<file path="src/rtl/vram_arb_pkg.sv">
// Shared types and default widths for the VRAM display/CPU arbiter.
package vram_arb_pkg;

   localparam int ADDR_W_DFLT = 16;
   localparam int DATA_W_DFLT = 8;

   typedef enum logic [1:0] {IDLE, PEND, BUSY, WAITLO} cpu_state_t;
   typedef enum logic [1:0] {TAG_NONE, TAG_DISP, TAG_CPU} tag_t;

endpackage

</file>
<file path="src/rtl/vram_rd_pipe.sv">
// Two-stage tag pipe following each RAM command; steers the returning read data
// to the display or CPU output registers and produces the valid/ack pulses.
module vram_rd_pipe
   import vram_arb_pkg::*;
#(
   parameter int DATA_W = DATA_W_DFLT
) (
   input  logic              i_clk,
   input  logic              i_rst_n,
   input  tag_t              i_tag,
   input  logic              i_cpu_rd,
   input  logic [DATA_W-1:0] i_mem_rdata,
   output logic [DATA_W-1:0] o_disp_data,
   output logic              o_disp_valid,
   output logic [DATA_W-1:0] o_cpu_rdata,
   output logic              o_cpu_ack
);

   tag_t tag_q1, tag_q2;
   logic rd_q1, rd_q2;

   always_ff @(posedge i_clk or negedge i_rst_n) begin
      if (!i_rst_n) begin
         tag_q1       <= TAG_NONE;
         tag_q2       <= TAG_NONE;
         rd_q1        <= 1'b0;
         rd_q2        <= 1'b0;
         o_disp_data  <= '0;
         o_disp_valid <= 1'b0;
         o_cpu_rdata  <= '0;
         o_cpu_ack    <= 1'b0;
      end else begin
         tag_q1       <= i_tag;
         rd_q1        <= i_cpu_rd;
         tag_q2       <= tag_q1;
         rd_q2        <= rd_q1;
         o_disp_valid <= (tag_q2 == TAG_DISP);
         o_cpu_ack    <= (tag_q2 == TAG_CPU);
         if (tag_q2 == TAG_DISP)
            o_disp_data <= i_mem_rdata;
         // Writes complete with an ack but leave the last read data untouched.
         if (tag_q2 == TAG_CPU && rd_q2)
            o_cpu_rdata <= i_mem_rdata;
      end
   end

endmodule

</file>
<file path="src/rtl/vram_arbiter.sv">
// Single-port VRAM arbiter: active-area pixel fetches win every slot, the CPU uses the rest.
// Build option VRAM_ARB_BLANK_ONLY_EN restricts CPU commands to cycles with i_active low.
module vram_arbiter
   import vram_arb_pkg::*;
#(
   parameter int ADDR_W = ADDR_W_DFLT,
   parameter int DATA_W = DATA_W_DFLT
) (
   input  logic              i_clk,
   input  logic              i_rst_n,
   input  logic              i_pix_stb,
   input  logic              i_active,
   input  logic [ADDR_W-1:0] i_disp_addr,
   output logic [DATA_W-1:0] o_disp_data,
   output logic              o_disp_valid,
   input  logic              i_cpu_req,
   input  logic              i_cpu_we,
   input  logic [ADDR_W-1:0] i_cpu_addr,
   input  logic [DATA_W-1:0] i_cpu_wdata,
   output logic              o_cpu_ack,
   output logic [DATA_W-1:0] o_cpu_rdata,
   output logic              o_mem_en,
   output logic              o_mem_we,
   output logic [ADDR_W-1:0] o_mem_addr,
   output logic [DATA_W-1:0] o_mem_wdata,
   input  logic [DATA_W-1:0] i_mem_rdata
);

   cpu_state_t        state;
   logic              cpu_we_q;
   logic [ADDR_W-1:0] cpu_addr_q;
   logic [DATA_W-1:0] cpu_wdata_q;

   logic              disp_issue;
   logic              cpu_pend;
   logic              cpu_slot;
   logic              cpu_issue;
   logic              cmd_we;
   logic [ADDR_W-1:0] cmd_addr;
   logic [DATA_W-1:0] cmd_wdata;
   tag_t              cmd_tag;

   assign disp_issue = i_pix_stb & i_active;
   // A request seen in IDLE counts as accepted this cycle, so it may issue immediately.
   assign cpu_pend   = (state == PEND) | ((state == IDLE) & i_cpu_req);

`ifdef VRAM_ARB_BLANK_ONLY_EN
   assign cpu_slot   = ~i_active;
`else
   assign cpu_slot   = 1'b1;
`endif

   assign cpu_issue  = cpu_pend & ~disp_issue & cpu_slot;

   always_comb begin
      cmd_we    = 1'b0;
      cmd_addr  = '0;
      cmd_wdata = '0;
      cmd_tag   = TAG_NONE;
      if (disp_issue) begin
         cmd_addr = i_disp_addr;
         cmd_tag  = TAG_DISP;
      end else if (cpu_issue) begin
         cmd_tag = TAG_CPU;
         if (state == PEND) begin
            cmd_we    = cpu_we_q;
            cmd_addr  = cpu_addr_q;
            cmd_wdata = cpu_wdata_q;
         end else begin
            cmd_we    = i_cpu_we;
            cmd_addr  = i_cpu_addr;
            cmd_wdata = i_cpu_wdata;
         end
      end
   end

   always_ff @(posedge i_clk or negedge i_rst_n) begin
      if (!i_rst_n) begin
         state       <= IDLE;
         cpu_we_q    <= 1'b0;
         cpu_addr_q  <= '0;
         cpu_wdata_q <= '0;
      end else begin
         case (state)
            IDLE: if (i_cpu_req) begin
               cpu_we_q    <= i_cpu_we;
               cpu_addr_q  <= i_cpu_addr;
               cpu_wdata_q <= i_cpu_wdata;
               state       <= cpu_issue ? BUSY : PEND;
            end
            PEND:    if (cpu_issue) state <= BUSY;
            BUSY:    if (o_cpu_ack) state <= WAITLO;
            WAITLO:  if (!i_cpu_req) state <= IDLE;
            default: state <= IDLE;
         endcase
      end
   end

   always_ff @(posedge i_clk or negedge i_rst_n) begin
      if (!i_rst_n) begin
         o_mem_en    <= 1'b0;
         o_mem_we    <= 1'b0;
         o_mem_addr  <= '0;
         o_mem_wdata <= '0;
      end else begin
         o_mem_en    <= disp_issue | cpu_issue;
         o_mem_we    <= cmd_we;
         o_mem_addr  <= cmd_addr;
         o_mem_wdata <= cmd_wdata;
      end
   end

   vram_rd_pipe #(.DATA_W(DATA_W)) u_rd_pipe (
      .i_clk        (i_clk),
      .i_rst_n      (i_rst_n),
      .i_tag        (cmd_tag),
      .i_cpu_rd     (cpu_issue & ~cmd_we),
      .i_mem_rdata  (i_mem_rdata),
      .o_disp_data  (o_disp_data),
      .o_disp_valid (o_disp_valid),
      .o_cpu_rdata  (o_cpu_rdata),
      .o_cpu_ack    (o_cpu_ack)
   );

endmodule

</file>
<file path="config.mk">
export PLATFORM = sky130hd
export DESIGN_NAME = vram_arbiter
export DESIGN_NICKNAME = d
export VERILOG_FILES = /design/src/rtl/vram_arb_pkg.sv /design/src/rtl/vram_rd_pipe.sv /design/src/rtl/vram_arbiter.sv
export SDC_FILE = /design/constraint.sdc
export NUM_CORES = 1
export LEC_CHECK = 0
export CAP_MARGIN = 20
export CORE_AREA = 3 3 88 90
export DETAILED_ROUTE_END_ITERATION = 12
export DIE_AREA = 0 0 91 93
export GPL_TIMING_DRIVEN = 1
export PLACE_DENSITY = 0.75
export SLEW_MARGIN = 20
export SYNTH_ARGS = -nofsm -noshare
export SYNTH_HDL_FRONTEND = slang
export SYNTH_SLANG_ARGS = --single-unit
</file>
<file path="constraint.sdc">
create_clock -name i_clk -period 2.3 [get_ports i_clk]
set_input_delay 0.46 -clock i_clk [delete_from_list [all_inputs] [get_ports i_clk]]
set_output_delay 0.46 -clock i_clk [all_outputs]
set_load 0.01 [all_outputs]
</file>
# == Word-level counts from Yosys, hierarchy flattened ==
# Index checks and enable logic that the tools add are counted.
# W data, S select, Z words.
# word_totals
reg_bits,77
input_bits,54
elab_cells,54
# classes
eq_ne,9
n_mux,17
n_bitwise,8
reduce_logical,4
# op_table
cell,n
$mux W16,3
$mux W8,3
$mux W2,7
$pmux W2 S4,1
$eq A2 B2 Y1 const B,3
$ne A2 B2 Y1 const B,3
$and A1 B1 Y1,4
$eq A2 B1 Y1 const B,2
$reduce_and A4 Y1,1
$mux W1,3
$logic_not A2 Y1,1
$ne A2 B1 Y1 const B,1
$not A1 Y1,2
$or A1 B1 Y1,2
$reduce_and A2 Y1,1
$logic_and A1 B1 Y1,1

# == Depth between registers and ports, before layout ==
# Gate-level depths: netlist of the first run.
# logic_depth
ltp_word,8
ltp_mapped,8

# == By module ==
# From an unflattened synthesis of the first run, not the netlist that was laid out.
# unflattened
hier_cells,221
area_unflattened_um2,3110.5
# modules_own_cells
mod,n_inst,cells_each,area_per_inst_um2,seq_area_each_um2
vram_arbiter,1,176,2244.7,1326.3
vram_rd_pipe,1,45,865.8,600.6

# == Worst setup path after synthesis of the first run ==
# OpenSTA, ideal clock, no wires.
# synth_path
kind,register -> register
start,register state[0]
end,register state[1]
setup_time_ps,128
arrival_time_ps,1527
t_required_ps,2172
slack_ps,645
path_stages_with_launch,6
n_path_buf,0
path_cell_list,dfrtp_1 -> inv_1 -> ha_1 -> mux2_1 -> a221o_1 -> mux2_1
# synth_via
elab_chain_cells,7
# synth_lines
item,line,text
"start, declared",vram_arbiter.sv:29,cpu_state_t state;
"start signal, assigned",vram_arbiter.sv:89,state <= cpu_issue ? BUSY : PEND;
$logic_not A2 Y1,"vram_arbiter.sv:45, vram_arbiter.sv:84",
$and A1 B1 Y1,vram_arbiter.sv:45,assign cpu_pend = (state == PEND) | ((state == IDLE) & i_cpu_req);
$or A1 B1 Y1,vram_arbiter.sv:45,
$and A1 B1 Y1,vram_arbiter.sv:53,assign cpu_issue = cpu_pend & ~disp_issue & cpu_slot;
$mux W2,vram_arbiter.sv:89,
$mux W2,vram_arbiter.sv:85,IDLE: if (i_cpu_req) begin
$pmux W2 S4,vram_arbiter.sv:84,case (state)
# Parallel ways exist; a longest one is shown, timed or not. The select of a mux whose other input is x is not followed.
# A chain may end at the register's enable or synchronous reset.

# == Worst setup path after layout of the first run ==
# layout_path
start,register state[1]
end,register state[1]
# Same word-level chain as after synthesis.

==> summary.md, run 1 <==
| Metric | Value |
|---|---|
| Status | finished clean |
| Fillers | 617 |
| Antenna diodes | 0 |
| Layout cells sized above 1 | 0.208 |
| Synth Instances | 221 |
| Worst vdd ir | 0.406 mV |
| Syn-to-layout area delta | 43.3% |
| Clock slew at reported path FFs | 80 ps |
| Worst path cell trace | inv_1 > ha_1 > mux2_1 > a221o_1 > mux2_1 |
| Post-synth top cells | dfrtp_1, mux2_2, mux2i_1 |
| Bufs and invs on worst path | 1 |
| Worst EP arrival | 1990 ps |
| Synthesized flop and latch total | 77 |
| Final core utilization | 0.614 |
| Clock Latency Late Sink | 340 ps |
| Final cell count without fillers | 431 |
| Final TNS setup | 0 ps |
| Worst path top cell family by delay | multiplexers |
| GR Overflow Total | 0 |
| GRT Overall Usage | 0.155 |
| Worst setup path start | state[1]$_DFFE_PN0P_ |
| Post-CTS Setup Bufs | 0 |
| Pre-antenna DRT Iters | 4 |
| Metal-1 WL | 2.72 mm |
| Kind of critical path | reg2reg |
| Hold Crit Class | in2async |
| Nets@finish | 385 |
| Netlist Area Pre-Place | 0.00306 sq mm |
| Final Cycle Share | 0.768 |
| Count of final setup violators | 0 |
| CTS Sinks | 77 |
| Drt wl/cell | 14.5 microns |
| Crit path time final | 1770 ps |
| Post-Layout Inst Area | 0.00438 sq mm |
| First-pass GRT wire length | 10.2 mm |
| Max cap viols | 0 |
| Highest Signal Layer | met4 |
| Gpl congestion | 0.806 |
| Slew at the pin with the worst max-slew slack | 433 ps |
| Routed Antenna Nets | 0 |
| Reg2Reg Depth | 5 |
| Routed length on met2 | 3.03 mm |
| Cts hold-fix bufs | 0 |
| Worst path required time | 2530 ps |
| Sequential area share after synthesis | 0.631 |
| Crit path largest cell delay | 410 ps |
| Register area | 0.00193 sq mm |
| Yosys top cell area share | 0.631 |
| Netlist cell types | 21 |
| CP Depth | 5 |
| Pins over their slew limit | 0 |
| CP max FO | 6 |
| H-tree Lvls | 3 |
| Achievable Freq | 566 MHz |
| Slowest cell on the critical path | dfrtp_1 |
| Initial Utilization | 0.428 |
| Warning count from the yosys run | 0 |
| Post-synth EDFFs | 0 |
| CP Launch Type | flop |
| Die Wd | 91 microns |
| Area of the multi-input gates | 0.00105 sq mm |
| R2r setup slk | 530 ps |
| Root Driver | clkbuf_8 |
| Die Y | 93 microns |
| Post-cts sizing count | 0 |
| Io pins | 98 |
| Clock Skew | 9.15 ps |
| Die area | 0.00846 sq mm |
| Cell accounting for the most synthesized area | dfrtp_1 |
| Vias in the first global route | 2126 |
| Most common cell in the netlist | dfrtp_1 |
| Placed instance count | 415 |
| Final hold vios | 0 |
| CP most frequent cell | mux2_1 |
| DP Area | 0.00418 sq mm |
| Metal3 WL | 432 microns |
| CTS tree | built |
| Post-Syn Nets | 279 |
| Pleak | 1.97 nW |
| Vias | 2054 |
| Critical Path End Type | flop |
| RSZ-0062 raised after global routing | no |
| Vias per std cell | 4.77 |
| Port bufs | 97 |
| Starting DRT DRC Count | 30 |
| P per Cell Area | 626 mW/mm^2 |
| Max-slew headroom | 0.711 |
| Antenna violations before repair | 0 |
| Core box area | 0.00714 sq mm |
| Worst r2r src | state[1]$_DFFE_PN0P_ |
| FFs w/ async S/R, synth | 1.00 |
| Area contributors post-synth | dfrtp_1, mux2_2, mux2i_1 |
| Total wire length | 6.25 mm |
| Clk buf depth | 2 |
| DPL Wire Length | 4.39 mm |
| Total CTS buffers | 9 |
| DRC errors left | 0 |
| Post-Syn Area per Cell | 13.8 sq um |
| Primary FF master, synth | dfrtp_1 |
| Largest net degree at the start of global routing | 32 |
| # rows | 31 |
[cell families after synthesis]
logic type                 Yosys count  share of synthesized area
DFF                                 77                      0.631
buffers and inverters               17                     0.0254
and+or+nand+nor                     33                     0.0455
adders and majority gates            4                     0.0164
muxes                               69                      0.244
AOI/OAI and AO/OA                   21                     0.0385
[report_power, final]
group          switching, W  total (W)  internal, W
Combinational      0.000109   0.000294     0.000185
Clock              0.000523    0.00104     0.000514
Sequential        0.0000177    0.00141      0.00139
[cells in the final DEF (no fill, tap or decap)]
| master | count |
|---|---|
| inv_6 | 3 |
| nor2b_1 | 2 |
| o21ai_1 | 10 |
| ha_2 | 1 |
| o22ai_1 | 2 |
| bufinv_16 | 1 |
| dfrtp_1 | 77 |
| o21ai_0 | 6 |
| clkbuf_8 | 9 |
| a21bo_2 | 1 |
| inv_1 | 6 |
| nand2_1 | 18 |
| clkinvlp_4 | 2 |
| mux2_1 | 2 |
| clkdlybuf4s50_1 | 96 |
| mux2_2 | 41 |
| and2_1 | 1 |
| a221o_1 | 1 |
| nor2_1 | 9 |
| buf_12 | 1 |
| a21oi_1 | 1 |
| buf_4 | 9 |
| nand2b_1 | 2 |
| mux2i_1 | 26 |
| clkinv_4 | 1 |
| or2_1 | 1 |
| ha_1 | 3 |
[cell type report]
class,count,area share
well taps,99,0.0283
flip-flops and latches,77,0.440
multi-input cells,127,0.241
clock buffers,9,0.0283
inverters,6,0.00514
clock inverters,7,0.0183
repair buffers,106,0.239
[flip-flops by register name, summed over array words and instances, names as in the netlist, 2 cells and up]
| register | count |
|---|---|
| u_rd_pipe.o_cpu_rdata | 8 |
| u_rd_pipe.tag_q2 | 2 |
| o_mem_addr | 16 |
| state | 2 |
| cpu_wdata_q | 8 |
| cpu_addr_q | 16 |
| u_rd_pipe.tag_q1 | 2 |
| o_mem_wdata | 8 |
| u_rd_pipe.o_disp_data | 8 |
[worst register-to-register path: cells and delay by family (launching register included)]
family / cells / cell delay (ps)
fa+ha+maj: 1 / 240
compound gates: 1 / 300
buf+inv: 1 / 80
mux: 2 / 620
flops: 1 / 410
[final timing paths]
check                                                        to
setup reg to reg                           state[1]$_DFFE_PN0P_
hold reg to reg                       u_rd_pipe.rd_q2$_DFF_PN0_
setup / recovery                           state[1]$_DFFE_PN0P_
hold / removal                          o_mem_addr[3]$_DFF_PN0_
max in group asynchronous  u_rd_pipe.o_cpu_rdata[4]$_DFFE_PN0P_
min in group i_clk                    u_rd_pipe.rd_q2$_DFF_PN0_
[layer usage]
| layer | vias up | global-route usage |
|---|---|---|
| li1 | 969 | - |
| met1 | 1006 | 0.181 |
| met2 | 72 | 0.262 |
| met3 | 7 | 0.0475 |
| met4 | 0 | 0.0704 |
| met5 | - | 0 |
[per-stage QoR]
stage               worst slack [ps]  total power, W  hold WS, ps
finish                           534         0.00274         37.6
global route                     451         0.00287         59.2
CTS                              545         0.00278         35.7
detailed placement               252         0.00174          336
global placement                 273         0.00173          332
floorplan                        645         0.00151          164
No activity file was read; power rests on OpenSTA's default activity.
==> run 2, diff against run 1 <==
- clock period: 2.3 -> 1.79 ns (I/O delays scaled with it)
==> summary.md, run 2 (synthesis gave the netlist of run 1 again) <==
| Metric | Value |
|---|---|
| Status | finished clean |
| Sw Share | 0.238 |
| Initial Utilization | 0.428 |
| Core box area | 0.00714 sq mm |
| Post-CTS Setup Bufs | 0 |
| Kind of critical path | reg2reg |
| Slew at the pin with the worst max-slew slack | 439 ps |
| Root Driver | clkbuf_8 |
| Clock slew at reported path FFs | 80 ps |
| Post-Place Setup Slack | -138 ps |
| P per Cell Area | 802 mW/mm^2 |
| # rows | 31 |
| Io pins | 98 |
| RSZ-0062 raised after global routing | no |
| Total CTS buffers | 9 |
| Syn-to-layout area delta | 44.4% |
| DRC errors left | 0 |
| Pins over their slew limit | 0 |
| Slowest cell on the critical path | dfrtp_1 |
| Worst EP arrival | 1940 ps |
| Fillers | 596 |
| Achievable Freq | 583 MHz |
| DPL Wire Length | 4.34 mm |
| Vias per std cell | 4.65 |
| Bufs and invs on worst path | 1 |
| CTS Sinks | 77 |
| Hold Crit Class | reg2reg |
| Placed instance count | 416 |
| Worst path top cell family by delay | multiplexers |
| Gpl congestion | 0.820 |
| Clk buf depth | 2 |
| Die area | 0.00846 sq mm |
| Worst r2r src | state[0]$_DFFE_PN0P_ |
| Critical Path End Type | flop |
| Total wire length | 6.17 mm |
| Clock Skew | 8.86 ps |
| Area of the multi-input gates | 0.00105 sq mm |
| Vias | 2015 |
| Layout cells sized above 1 | 0.210 |
| Die Y | 93 microns |
| Final hold vios | 0 |
| Antenna violations before repair | 0 |
| Min-delay src | u_rd_pipe.rd_q1$_DFF_PN0_ |
| Worst path cell trace | inv_1 > ha_1 > mux2_1 > a221o_1 > mux2_1 |
| Reg-to-Reg End | state[1]$_DFFE_PN0P_ |
| Port bufs | 97 |
| Commonest non-fill, non-tap cell in the layout | clkdlybuf4s50_1 |
| Pre-antenna DRT Iters | 4 |
| Starting DRT DRC Count | 50 |
| Clock Latency Late Sink | 340 ps |
| CP max FO | 3 |
| Hold Path End | u_rd_pipe.rd_q2$_DFF_PN0_ |
| Worst Slack Setup Final | 75.7 ps |
| Largest net degree at the start of global routing | 50 |
| GRT Overall Usage | 0.154 |
| Nets@finish | 387 |
| Switch Pwr | 0.000843 W |
| Max cap viols | 0 |
| GR Overflow Total | 0 |
| R2r setup slk | 80 ps |
| Internal | 0.00270 W |
| Clk network pwr share | 0.380 |
| Max-slew headroom | 0.707 |
| Drt wl/cell | 14.2 microns |
| H-tree Lvls | 3 |
| Count of final setup violators | 0 |
| Reg2Reg Depth | 5 |
| Post-cts sizing count | 0 |
| Worst path required time | 2020 ps |
| Crit path time final | 1710 ps |
| Worst hold path stage count | 0 |
| Routed Antenna Nets | 0 |
| Pleak | 1.99 nW |
| Die Wd | 91 microns |
| Part of the power in combinational logic | 0.107 |
| CP most frequent cell | mux2_1 |
| First-pass GRT wire length | 10.1 mm |
| Regs by FF count | cpu_addr_q x16, o_mem_addr x16 |
| Final cell count without fillers | 433 |
| Final Cycle Share | 0.958 |
| Vias in the first global route | 2128 |
| Most frequent cells in the layout | clkdlybuf4s50_1, dfrtp_1, mux2_2, mux2i_1, nand2_1 |
| CTS tree | built |
| Crit path largest cell delay | 400 ps |
| Worst vdd ir | 0.388 mV |
| Antenna diodes | 0 |
| CP Launch Type | flop |
| Register area | 0.00193 sq mm |
| Register share of total power | 0.513 |
run 2: changes by cell type in the layout (fill, tap and decap cells not counted):
cell / change
buf_12: +1
inv_8: +1
inv_6: -1
dlygate4sd3_1: +1
run 2: power groups by stage:
stage | clock (W) | combinational (W) | sequential (W)
after floorplan | 0 | 0.0000713 | 0.00187
after global placement | 0 | 0.000377 | 0.00185
after detailed placement | 0 | 0.000384 | 0.00185
after CTS | 0.00138 | 0.000386 | 0.00181
after global routing | 0.00145 | 0.000413 | 0.00182
final | 0.00135 | 0.000379 | 0.00181
run 2: what timing repair did:
item | 4_1_cts | 5_1_grt
hold endpoints to repair | 28 | 0
hold buffers | 1 | 0
setup endpoints to repair | 0 | 0
run 2: worst register-to-register path, delay by kind of cell (launching register included):
| family | cells | cell delay [ps] |
|---|---|---|
| buffers and inverters | 1 | 90 |
| multiplexers | 2 | 610 |
| AO/OA/AOI/OAI | 1 | 290 |
| adder cells (fa/ha/maj) | 1 | 220 |
| flip-flops | 1 | 400 |
run 2: metal layers:
| metal | part of all wire | vias up | GRT usage | wire length (microns) |
|---|---|---|---|---|
| met5 | 0 | - | 0 | 0 |
| met2 | 0.46 | 62 | 0.241 | 2860 |
| li1 | - | 969 | - | - |
| met4 | 0.019 | 0 | 0.0716 | 118 |
| met1 | 0.46 | 974 | 0.198 | 2830 |
| met3 | 0.058 | 10 | 0.0442 | 358 |
run 2: area by class of cell:
type / count / area share
Tap cell: 99 / 0.0281
Timing Repair Buffer: 108 / 0.244
Clock inverter: 7 / 0.0187
Sequential cell: 77 / 0.437
Clock buffer: 9 / 0.0281
Multi-Input combinational cell: 127 / 0.239
Inverter: 6 / 0.00510
run 2: worst max-delay path by stage:
stage / cells past startpoint / end / slack (ps) / start
5_1_grt: 5 / state[1]$_DFFE_PN0P_ / 20 / state[1]$_DFFE_PN0P_
2_1_floorplan: 5 / state[1]$_DFFE_PN0P_ / 140 / state[0]$_DFFE_PN0P_
3_3_place_gp: 4 / state[1]$_DFFE_PN0P_ / -120 / i_cpu_req
6_report: 5 / state[1]$_DFFE_PN0P_ / 80 / state[0]$_DFFE_PN0P_
4_1_cts: 5 / state[1]$_DFFE_PN0P_ / 90 / state[0]$_DFFE_PN0P_
3_5_place_dp: 4 / state[1]$_DFFE_PN0P_ / -140 / i_cpu_req
run 2: through the flow:
| stage | instance area, sq um | util | setup TNS, ps | hold WS [ps] | total power [W] |
|---|---|---|---|---|---|
| after detailed placement | 4200 | 0.588 | -216 | 311 | 0.00223 |
| after CTS | 4410 | 0.618 | 0 | 355 | 0.00359 |
| after floorplan | 3060 | - | 0 | 62.4 | 0.00195 |
| final | 4410 | 0.618 | 0 | 351 | 0.00354 |
| after global placement | 4200 | 0.588 | -174 | 310 | 0.00222 |
| after global routing | 4410 | 0.618 | 0 | 356 | 0.00369 |
==> run 3, diff against run 2 <==
- REMOVE_ABC_BUFFERS: unset -> 1
==> summary.md, run 3 (synthesis gave the netlist of run 1 again) <==
| Metric | Value |
|---|---|
| Clock Latency Late Sink | 330 ps |
| Count of final setup violators | 0 |
| Hold Worst Slack | 354 ps |
| DRC errors left | 0 |
| Antenna diodes | 0 |
| CTS tree | built |
| Total wire length | 6.36 mm |
| CTS Sinks | 77 |
| Total power draw | 0.00353 W |
| Pre-antenna DRT Iters | 4 |
| Final Cycle Share | 0.956 |
| Fillers | 608 |
| Area of the multi-input gates | 0.00105 sq mm |
| GRT Overall Usage | 0.157 |
| Achievable Freq | 584 MHz |
| Critical Path End Type | flop |
| Regs by FF count | cpu_addr_q x16, o_mem_addr x16 |
| DPL Wire Length | 4.58 mm |
| Total CTS buffers | 9 |
| Most frequent cells in the layout | clkdlybuf4s50_1, dfrtp_1, mux2_2, mux2i_1, nand2_1 |
| Die Wd | 91 microns |
| H-tree Lvls | 3 |
| Clk buf depth | 2 |
| Worst path required time | 2010 ps |
| Root Driver | clkbuf_8 |
| Worst vdd ir | 0.450 mV |
| RSZ-0062 raised after global routing | no |
| Worst Slack Setup Final | 78.1 ps |
| Starting DRT DRC Count | 51 |
| Hold Crit Class | reg2reg |
| Commonest non-fill, non-tap cell in the layout | clkdlybuf4s50_1 |
| Clock Skew | 10.1 ps |
| Drt wl/cell | 14.6 microns |
| Register area | 0.00193 sq mm |
| Nets@finish | 388 |
| # rows | 31 |
| Routed Antenna Nets | 0 |
| First-pass GRT wire length | 10.5 mm |
| P per Cell Area | 796 mW/mm^2 |
| Clock slew at reported path FFs | 80 ps |
| Vias | 2071 |
| Max cap viols | 0 |
| Final hold vios | 0 |
| Io pins | 98 |
| Post-Place Setup Slack | -124 ps |
| Pins over their slew limit | 0 |
| CP max FO | 3 |
| Cts hold-fix bufs | 1 |
| Slew at the pin with the worst max-slew slack | 449 ps |
| R2r setup slk | 80 ps |
| Kind of critical path | reg2reg |
| Initial Utilization | 0.428 |
| Crit path time final | 1710 ps |
| Post-cts sizing count | 0 |
| Die Y | 93 microns |
| Status | finished clean |
| Max-slew headroom | 0.701 |
| CP Launch Type | flop |
| GR Overflow Total | 0 |
| Gpl congestion | 0.721 |
| Worst EP arrival | 1930 ps |
| Vias in the first global route | 2162 |
| Pleak | 2.00 nW |
| Largest net degree at the start of global routing | 43 |
| Core box area | 0.00714 sq mm |
| Syn-to-layout area delta | 45.1% |
| Die area | 0.00846 sq mm |
| Port bufs | 97 |
| Vias per std cell | 4.77 |
| Layout cells sized above 1 | 0.212 |
| Antenna violations before repair | 0 |
| Post-CTS Setup Bufs | 0 |
-- run 3: cell count changes in the layout (fill, tap and decap cells not counted) --
cell      change
inv_8         -1
buf_12        +1
clkinv_4      +1
inv_6         -1
clkbuf_8      +1
-- run 3: final timing paths --
kind                                                    start                       endpoint  cells after the start
worst max-delay path                     state[0]$_DFFE_PN0P_           state[1]$_DFFE_PN0P_                      5
worst min-delay path            u_rd_pipe.tag_q1[1]$_DFF_PN0_  u_rd_pipe.tag_q2[1]$_DFF_PN0_                      0
worst max register to register           state[0]$_DFFE_PN0P_           state[1]$_DFFE_PN0P_                      5
worst min register to register  u_rd_pipe.tag_q1[1]$_DFF_PN0_  u_rd_pipe.tag_q2[1]$_DFF_PN0_                      0
max in group asynchronous                             i_rst_n     cpu_addr_q[10]$_DFFE_PN0P_                      3
min in group asynchronous                             i_rst_n             o_mem_en$_DFF_PN0_                      2
-- run 3: metal layers --
metal  GRT usage  routed length (microns)  up-vias
li1            -                        -      976
met1       0.204                     2960     1021
met2       0.264                     3020       68
met3      0.0362                      328        6
met4      0.0452                       51        0
met5           0                        0        -
-- run 3: through the flow --
step | TNS, ps | cell area [sq um] | cells | util
after floorplan | -15300 | 3000 | 210 | -
after global placement | -161 | 4220 | 417 | 0.591
after detailed placement | -195 | 4220 | 417 | 0.591
after CTS | 0 | 4430 | 434 | 0.621
after global routing | 0 | 4430 | 434 | 0.621
final | 0 | 4430 | 434 | 0.621
-- run 3: worst max-delay path, stage by stage, from the launching register on --
cell     delay, ps
dfrtp_1        410
inv_1          100
ha_1           220
mux2_1         290
a221o_1        280
mux2_1         310
-- run 3: area by class of cell --
cell class                 instances  share of cell area
clock inverter                     6              0.0161
clock buffer                      10              0.0310
timing repair buffer             109               0.248
multi-input combinational        127               0.238
inverter                           6             0.00508
sequential                        77               0.435
tap                               99              0.0279
-- run 3: where the power goes --
| group | switching (W) | internal (W) |
|---|---|---|
| sequential | 0.0000228 | 0.00179 |
| combinational | 0.000141 | 0.000242 |
| clock | 0.000639 | 0.000692 |
| total | 0.000802 | 0.00273 |
